===== config.mk =====
export PLATFORM = sky130hd
export DESIGN_NAME = char_motion_fsm
export DESIGN_NICKNAME = d
export VERILOG_FILES = /design/src/rtl/game_pkg.sv /design/src/rtl/anim_frame_counter.sv /design/src/rtl/char_motion_fsm.sv
export SDC_FILE = /design/constraint.sdc
export NUM_CORES = 1
export LEC_CHECK = 0
export BUFFER_PORTS_ARGS = -buffer_cell sky130_fd_sc_hd__buf_2
export CAP_MARGIN = 40
export CELL_PAD_IN_SITES_DETAIL_PLACEMENT = 1
export CELL_PAD_IN_SITES_GLOBAL_PLACEMENT = 1
export CORE_ASPECT_RATIO = 0.8
export CORE_MARGIN = 2
export CORE_UTILIZATION = 30
export DETAILED_ROUTE_END_ITERATION = 8
export PLACE_DENSITY_LB_ADDON = 0.1
export SYNTH_ARGS = -nofsm -noshare
export SYNTH_HDL_FRONTEND = slang
export SYNTH_SLANG_ARGS = --single-unit

===== constraint.sdc =====
create_clock -name Clk -period 3 [get_ports Clk]
set_input_delay 0.3 -clock Clk [delete_from_list [all_inputs] [get_ports Clk]]
set_output_delay 0.3 -clock Clk [all_outputs]
set_load 0.1 [all_outputs]

===== src/rtl/game_pkg.sv =====
// Shared types and keycodes for the game/character motion control path.
package game_pkg;

  typedef enum logic [1:0] {
    START = 2'd0,
    FADE  = 2'd1,
    IDLE  = 2'd2,
    STEP  = 2'd3
  } game_state_t;

  typedef enum logic [1:0] {
    DOWN  = 2'd0,
    UP    = 2'd1,
    LEFT  = 2'd2,
    RIGHT = 2'd3
  } dir_t;

  localparam logic [7:0] KEY_W     = 8'h1A;
  localparam logic [7:0] KEY_A     = 8'h04;
  localparam logic [7:0] KEY_S     = 8'h16;
  localparam logic [7:0] KEY_D     = 8'h07;
  localparam logic [7:0] KEY_ENTER = 8'h28;

endpackage


===== src/rtl/anim_frame_counter.sv =====
// Walk/run animation sequencer: counts frame ticks per phase and steps 0,1,2,1.
module anim_frame_counter #(
  parameter int unsigned WALK_PHASE = 10,
  parameter int unsigned RUN_PHASE  = 5
) (
  input  logic       Clk,
  input  logic       Reset,
  input  logic       en,
  input  logic       clr,
  input  logic       run_sel,
  output logic [1:0] frame
);

  localparam int unsigned MAX_PHASE = (WALK_PHASE > RUN_PHASE) ? WALK_PHASE : RUN_PHASE;
  localparam int unsigned CNT_W     = (MAX_PHASE > 1) ? $clog2(MAX_PHASE) : 1;

  logic [CNT_W-1:0] cnt_q, cnt_n, last;
  logic [1:0]       seq_q, seq_n;

  // >= so a shorter phase selected mid-count still wraps cleanly
  assign last = run_sel ? CNT_W'(RUN_PHASE - 1) : CNT_W'(WALK_PHASE - 1);

  always_comb begin
    cnt_n = cnt_q;
    seq_n = seq_q;
    if (clr) begin
      cnt_n = '0;
      seq_n = '0;
    end else if (en) begin
      if (cnt_q >= last) begin
        cnt_n = '0;
        seq_n = seq_q + 2'd1;
      end else begin
        cnt_n = cnt_q + CNT_W'(1);
      end
    end
  end

  always_ff @(posedge Clk or posedge Reset) begin
    if (Reset) begin
      cnt_q <= '0;
      seq_q <= '0;
    end else begin
      cnt_q <= cnt_n;
      seq_q <= seq_n;
    end
  end

  assign frame = (seq_q == 2'd3) ? 2'd1 : seq_q;

endmodule


===== src/rtl/char_motion_fsm.sv =====
// Game screen FSM plus tile-grid player motion; all state advances on frame_tick.
module char_motion_fsm
  import game_pkg::*;
#(
  parameter int unsigned TILE_PX     = 16,
  parameter int unsigned WALK_PX     = 1,
  parameter int unsigned RUN_PX      = 2,
  parameter int unsigned WALK_PHASE  = 10,
  parameter int unsigned RUN_PHASE   = 5,
  parameter int unsigned FADE_FRAMES = 50,
  parameter int unsigned MAP_W       = 32,
  parameter int unsigned MAP_H       = 32,
  parameter int unsigned START_X     = 4,
  parameter int unsigned START_Y     = 4,
  parameter logic [7:0]  KEY_EXIT    = 8'h1B
) (
  input  logic                           Clk,
  input  logic                           Reset,
  input  logic                           frame_tick,
  input  logic [7:0]                     keycode,
  input  logic                           run_held,
  output logic [3:0]                     state_num,
  output logic [1:0]                     direction,
  output logic [1:0]                     charMoveFrame,
  output logic                           charIsMoving,
  output logic                           charIsRunning,
  output logic [$clog2(TILE_PX)-1:0]     step_offset,
  output logic [$clog2(MAP_W)-1:0]       tile_x,
  output logic [$clog2(MAP_H)-1:0]       tile_y,
  output logic [$clog2(FADE_FRAMES)-1:0] fade_level,
  output logic                           step_done
);

  localparam int unsigned OFF_W  = $clog2(TILE_PX);
  localparam int unsigned SUM_W  = OFF_W + 1;
  localparam int unsigned X_W    = $clog2(MAP_W);
  localparam int unsigned Y_W    = $clog2(MAP_H);
  localparam int unsigned FADE_W = $clog2(FADE_FRAMES);

  game_state_t       state_q, state_n;
  dir_t              dir_q, dir_n, key_dir;
  logic              key_hit;
  logic [OFF_W-1:0]  off_q, off_n;
  logic [SUM_W-1:0]  off_sum;
  logic [X_W-1:0]    tx_q, tx_n, adv_x;
  logic [Y_W-1:0]    ty_q, ty_n, adv_y;
  logic [FADE_W-1:0] fade_q, fade_n;
  logic              run_q, run_n;
  logic              done_q, done_n;
  logic              anim_en, anim_clr;
  logic [1:0]        anim_frame;

  function automatic logic can_move(input logic [X_W-1:0] x, input logic [Y_W-1:0] y,
                                    input dir_t d);
    case (d)
      DOWN:    can_move = (y != Y_W'(MAP_H - 1));
      UP:      can_move = (y != '0);
      LEFT:    can_move = (x != '0);
      default: can_move = (x != X_W'(MAP_W - 1));
    endcase
  endfunction

  // Direction keys, S > W > A > D
  always_comb begin
    key_hit = 1'b1;
    key_dir = DOWN;
    if (keycode == KEY_S)      key_dir = DOWN;
    else if (keycode == KEY_W) key_dir = UP;
    else if (keycode == KEY_A) key_dir = LEFT;
    else if (keycode == KEY_D) key_dir = RIGHT;
    else                       key_hit = 1'b0;
  end

  // Tile the current step lands on
  always_comb begin
    adv_x = tx_q;
    adv_y = ty_q;
    case (dir_q)
      DOWN:    adv_y = ty_q + Y_W'(1);
      UP:      adv_y = ty_q - Y_W'(1);
      LEFT:    adv_x = tx_q - X_W'(1);
      default: adv_x = tx_q + X_W'(1);
    endcase
  end

  assign off_sum = {1'b0, off_q} + SUM_W'(run_q ? RUN_PX : WALK_PX);

  always_comb begin
    state_n = state_q;
    dir_n   = dir_q;
    off_n   = off_q;
    tx_n    = tx_q;
    ty_n    = ty_q;
    fade_n  = fade_q;
    run_n   = run_q;
    done_n  = 1'b0;
    if (frame_tick) begin
      case (state_q)
        START: begin
          if (keycode == KEY_ENTER) begin
            state_n = FADE;
            fade_n  = '0;
            tx_n    = X_W'(START_X);
            ty_n    = Y_W'(START_Y);
          end
        end
        FADE: begin
          if (fade_q == FADE_W'(FADE_FRAMES - 1)) begin
            fade_n  = '0;
            state_n = IDLE;
          end else begin
            fade_n = fade_q + FADE_W'(1);
          end
        end
        IDLE: begin
          if (keycode == KEY_EXIT) begin
            state_n = START;
          end else if (key_hit) begin
            dir_n = key_dir;
            if (can_move(tx_q, ty_q, key_dir)) begin
              state_n = STEP;
              off_n   = '0;
              run_n   = run_held;
            end
          end
        end
        default: begin
          if (keycode == KEY_EXIT) begin
            state_n = START;
            off_n   = '0;
            run_n   = 1'b0;
          end else if (off_sum == SUM_W'(TILE_PX)) begin
            off_n  = '0;
            tx_n   = adv_x;
            ty_n   = adv_y;
            done_n = 1'b1;
            // Chain straight into the next step when a legal key is held
            if (key_hit && can_move(adv_x, adv_y, key_dir)) begin
              dir_n = key_dir;
              run_n = run_held;
            end else begin
              state_n = IDLE;
              run_n   = 1'b0;
            end
          end else begin
            off_n = off_sum[OFF_W-1:0];
          end
        end
      endcase
    end
  end

  always_ff @(posedge Clk or posedge Reset) begin
    if (Reset) begin
      state_q <= START;
      dir_q   <= DOWN;
      off_q   <= '0;
      tx_q    <= X_W'(START_X);
      ty_q    <= Y_W'(START_Y);
      fade_q  <= '0;
      run_q   <= 1'b0;
      done_q  <= 1'b0;
    end else begin
      state_q <= state_n;
      dir_q   <= dir_n;
      off_q   <= off_n;
      tx_q    <= tx_n;
      ty_q    <= ty_n;
      fade_q  <= fade_n;
      run_q   <= run_n;
      done_q  <= done_n;
    end
  end

  assign anim_en  = frame_tick & (state_q == STEP);
  assign anim_clr = frame_tick & ((state_n == IDLE) || (state_n == START));

  anim_frame_counter #(
    .WALK_PHASE(WALK_PHASE),
    .RUN_PHASE (RUN_PHASE)
  ) u_anim (
    .Clk    (Clk),
    .Reset  (Reset),
    .en     (anim_en),
    .clr    (anim_clr),
    .run_sel(run_q),
    .frame  (anim_frame)
  );

  always_comb begin
    case (state_q)
      START:   state_num = 4'd0;
      FADE:    state_num = 4'd2;
      default: state_num = 4'd3;
    endcase
  end

  assign direction     = dir_q;
  assign charIsMoving  = (state_q == STEP);
  assign charIsRunning = run_q & charIsMoving;
  assign charMoveFrame = charIsMoving ? anim_frame : 2'd0;
  assign step_offset   = off_q;
  assign tile_x        = tx_q;
  assign tile_y        = ty_q;
  assign fade_level    = fade_q;
  assign step_done     = done_q;

endmodule


==> key figures <==
Yosys
  • Top_reg_cell synth: dfrtp_1
  • Fraction of registers with async set/reset: 1.000
  • Yosys top cell by area: dfrtp_1
  • Synth area leaders: dfrtp_1 (29%), ha_1 (10%), nand2_1 (6.5%)
  • Top-area cell type share of the netlist area: 0.2908
  • Sequential area share after synthesis: 0.3112
  • Post-Syn Area per Cell: 8.194 µm²
  • Seq cells post-synth: 32
  • Syn Inst Count: 315
  • Synth unique cells: 58
  • EDFF count, synth: 0
  • Mapped Area: 0.002581 mm²
  • Yosys warning total: 0

Route
  • Vias per cell: 5.226
  • Wire per inst: 15.71 µm
  • DRT Wirelength: 7.729 mm
  • Antenna viol nets, final: 0
  • Drt drc: 0
  • Initial drt markers: 103
  • Via count: 2571
  • First drt pass iteration count: 4

STA
  • Final setup fails: 0
  • Fin crit share: 0.9284
  • Final hold violation count: 0
  • Slew Limit Headroom: 0.6238
  • Tmin final: 2785 ps
  • Max-slew violations: 0
  • WHS: 22.95 ps
  • Fmax: 359.0 MHz
  • Worst Tran Pin Value: 561.0 ps
  • Clock skew: 5.201 ps

Floorplanning
  • Die X: 107.7 µm
  • Chip Height: 86.97 µm
  • Starting Density: 0.3070
  • Total die area: 0.009367 mm²
  • FP Rows: 30
  • I/O pin count: 43
  • Core area: 0.008408 mm²

Setup path
  • Crit-path cells: nand2b_1 -> xnor2_1 -> ha_2 -> nand4_1 -> a2bb2oi_2 -> xnor2_1 -> buf_4 -> nand4_1 -> and2_2 -> nand4_2 -> a2111o_1 -> o311ai_1
  • Critical path type: register to register
  • CP delay by family, top: simple AND/OR/NAND/NOR gates
  • WP data arrival: 2970 ps
  • Max stage delay on crit path: 530 ps
  • Buf/Inv on CP: 1
  • Worst path slowest cell: dfrtp_4
  • Crit-path max FO: 9
  • Worst Path Required: 3180 ps
  • CP Launch Type: register
  • Critical path depth in cells: 12
  • Reg2Reg Depth: 12
  • Worst setup EP type: register

CTS
  • Worst skew pair latency: 290 ps
  • Clock Path Buffers: 2
  • Worst-path clk slew: 70 ps
  • CTS tree: done
  • Clock root buffer: clkbuf_8
  • CTS sink count: 32
  • H-tree levels: 2
  • Hold Buf Count CTS: 0
  • TritonCTS Buffers: 5

Place
  • Port bufs: 40
  • RD Place Congestion: 0.7943
  • Post-DP HPWL: 6.034 mm

Run
  • Max_cap viols: 0

Run status
  • Outcome: completed

Cells and area
  • Layout cell share with drive strength beyond 1: 0.2868
  • Area grow syn2layout: 27.29%
  • Fill count: 1054
  • Area taken by multi-input logic gates: 0.001707 mm²
  • Reg area: 818.3 µm²
  • Nets: 413
  • Inserted Diodes: 0
  • Post-layout util: 0.3908

Pwr
  • VDD IR max: 0.5032 mV
  • Leak Pwr: 1.456 nW
  • Pwr/cell area: 865.9 mW/mm²

Min path
  • Hold Crit Class: input pin to asynchronous set/reset pin

Global routing
  • Congestion Overflow GR: 0
  • Largest net degree at the start of global routing: 16
  • Vias in the first global route: 2579
  • Total Routing Usage GR: 0.1753
  • Initial antenna violation count: 0
  • First-pass GRT wire length: 13.07 mm
logic make-up after synthesis:
group,after synthesis,synth area share
xor+xnor,10,0.03393
flops,32,0.3112
simple gates,133,0.2744
other cells,1,0.001453
fa+ha+maj,22,0.1095
mux,1,0.003878
buf+inv,34,0.05332
compound gates,82,0.2123
sequential cells by signal (all words and copies together), names as in the netlist, named ones only:
name	count
fade_level	6
tile_x	5
tile_y	5
step_offset	4
u_anim.cnt_q	4
direction	2
u_anim.seq_q	2
run_q	1
state_q	1
step_done	1
area by class of cell:
cell class	count	area share
repair buffers	70	0.1356
inverters	20	0.02285
well taps	112	0.04265
clock buffers	8	0.03046
multi-input cells	250	0.5194
flip-flops and latches	32	0.2490
power breakdown:
group | leakage (nW) | internal [W] | switching [W]
logic | 1.00 | 0.000439 | 0.00132
registers | 0.403 | 0.000551 | 0.000148
clock network | 0.0515 | 0.000210 | 0.000174
what timing repair did:
action | CTS | global route
setup endpoints to repair | 0 | 13
gates resized for setup | 0 | 18
buffers inserted | 0 | 1
metal layers:
layer,wire (µm),share of wire,GRT usage,vias up
met3,227,0.029,0.02917,8
met1,4092,0.53,0.2625,1255
met4,75,0.0097,0.04196,0
li1,-,-,-,1261
met2,3334,0.43,0.2619,47
met5,0,0,0,-
cell usage in the layout (no fill, tap or decap), types with 3 or more instances in the layout:
cell      count
xnor2_1       7
nand4_1       7
xor2_1        3
buf_2        40
nor2_1       17
and2_1        4
dfrtp_4       3
nor3_1        9
nand2_1      45
dfrtp_2       3
o21ai_1       3
clkbuf_8      7
ha_1         19
nor2b_1       3
a211oi_1      3
and3_1        5
a31oi_1       5
dfrtp_1      24
nand2b_1      4
nand3_1       5
or4_1         3
inv_1        20
o31ai_1       6
or2_2         3
a21oi_1      10
o21ai_0      29
nor3b_1       8
or3_1         3
buf_4        29
worst register-to-register path: stages, from the launching register on:
cell	delay, ps
dfrtp_4	530
nand2b_1	170
xnor2_1	150
ha_2	220
nand4_1	120
a2bb2oi_2	160
xnor2_1	180
buf_4	160
nand4_1	90
and2_2	220
nand4_2	150
a2111o_1	450
o311ai_1	80
through the flow:
step / worst slack [ps] / cell area (µm²) / instances / setup TNS [ps] / power, W
finish: 214.8 / 3286 / 492 / 0 / 0.002845
global route: -2.653 / 3286 / 492 / -2.653 / 0.003039
CTS: 0.3673 / 3218 / 491 / 0 / 0.002840
detailed placement: -96.21 / 3118 / 483 / -199.5 / 0.002441
global placement: -30.39 / 3090 / 482 / -86.46 / 0.002418
floorplan: -4.321 / 2604 / 316 / -4.321 / 0.002018
worst paths after layout:
check / startpoint / to / slack (ps)
worst min register to register: step_offset[0] / step_offset[0] / 510
max in group asynchronous: Reset / asynchronous set/reset pin / 2310
worst min-delay path: Reset / tile_x[4] / 20
worst max-delay path: direction[0] / u_anim.cnt_q[2] / 210
worst max register to register: direction[0] / u_anim.cnt_q[2] / 210
min in group Clk: run_held / run_q / 280
Yosys cell counts (3+ instances only):
library cell	number
clkbuf_1	10
and2_1	5
nor2_1	19
a21oi_1	10
a31oi_1	5
dfrtp_1	30
nand3_1	5
nand2_1	45
a211oi_1	3
xor2_1	3
nor2b_1	3
nor3b_1	8
or3_1	3
and3_1	6
inv_1	20
nand4_1	7
or2_2	3
xnor2_1	7
a2bb2oi_1	3
o21ai_0	32
nand2b_1	4
o41ai_1	3
or4_1	3
ha_1	21
o31ai_1	6
nor3_1	10
Power figures use the tool's default switching activity.
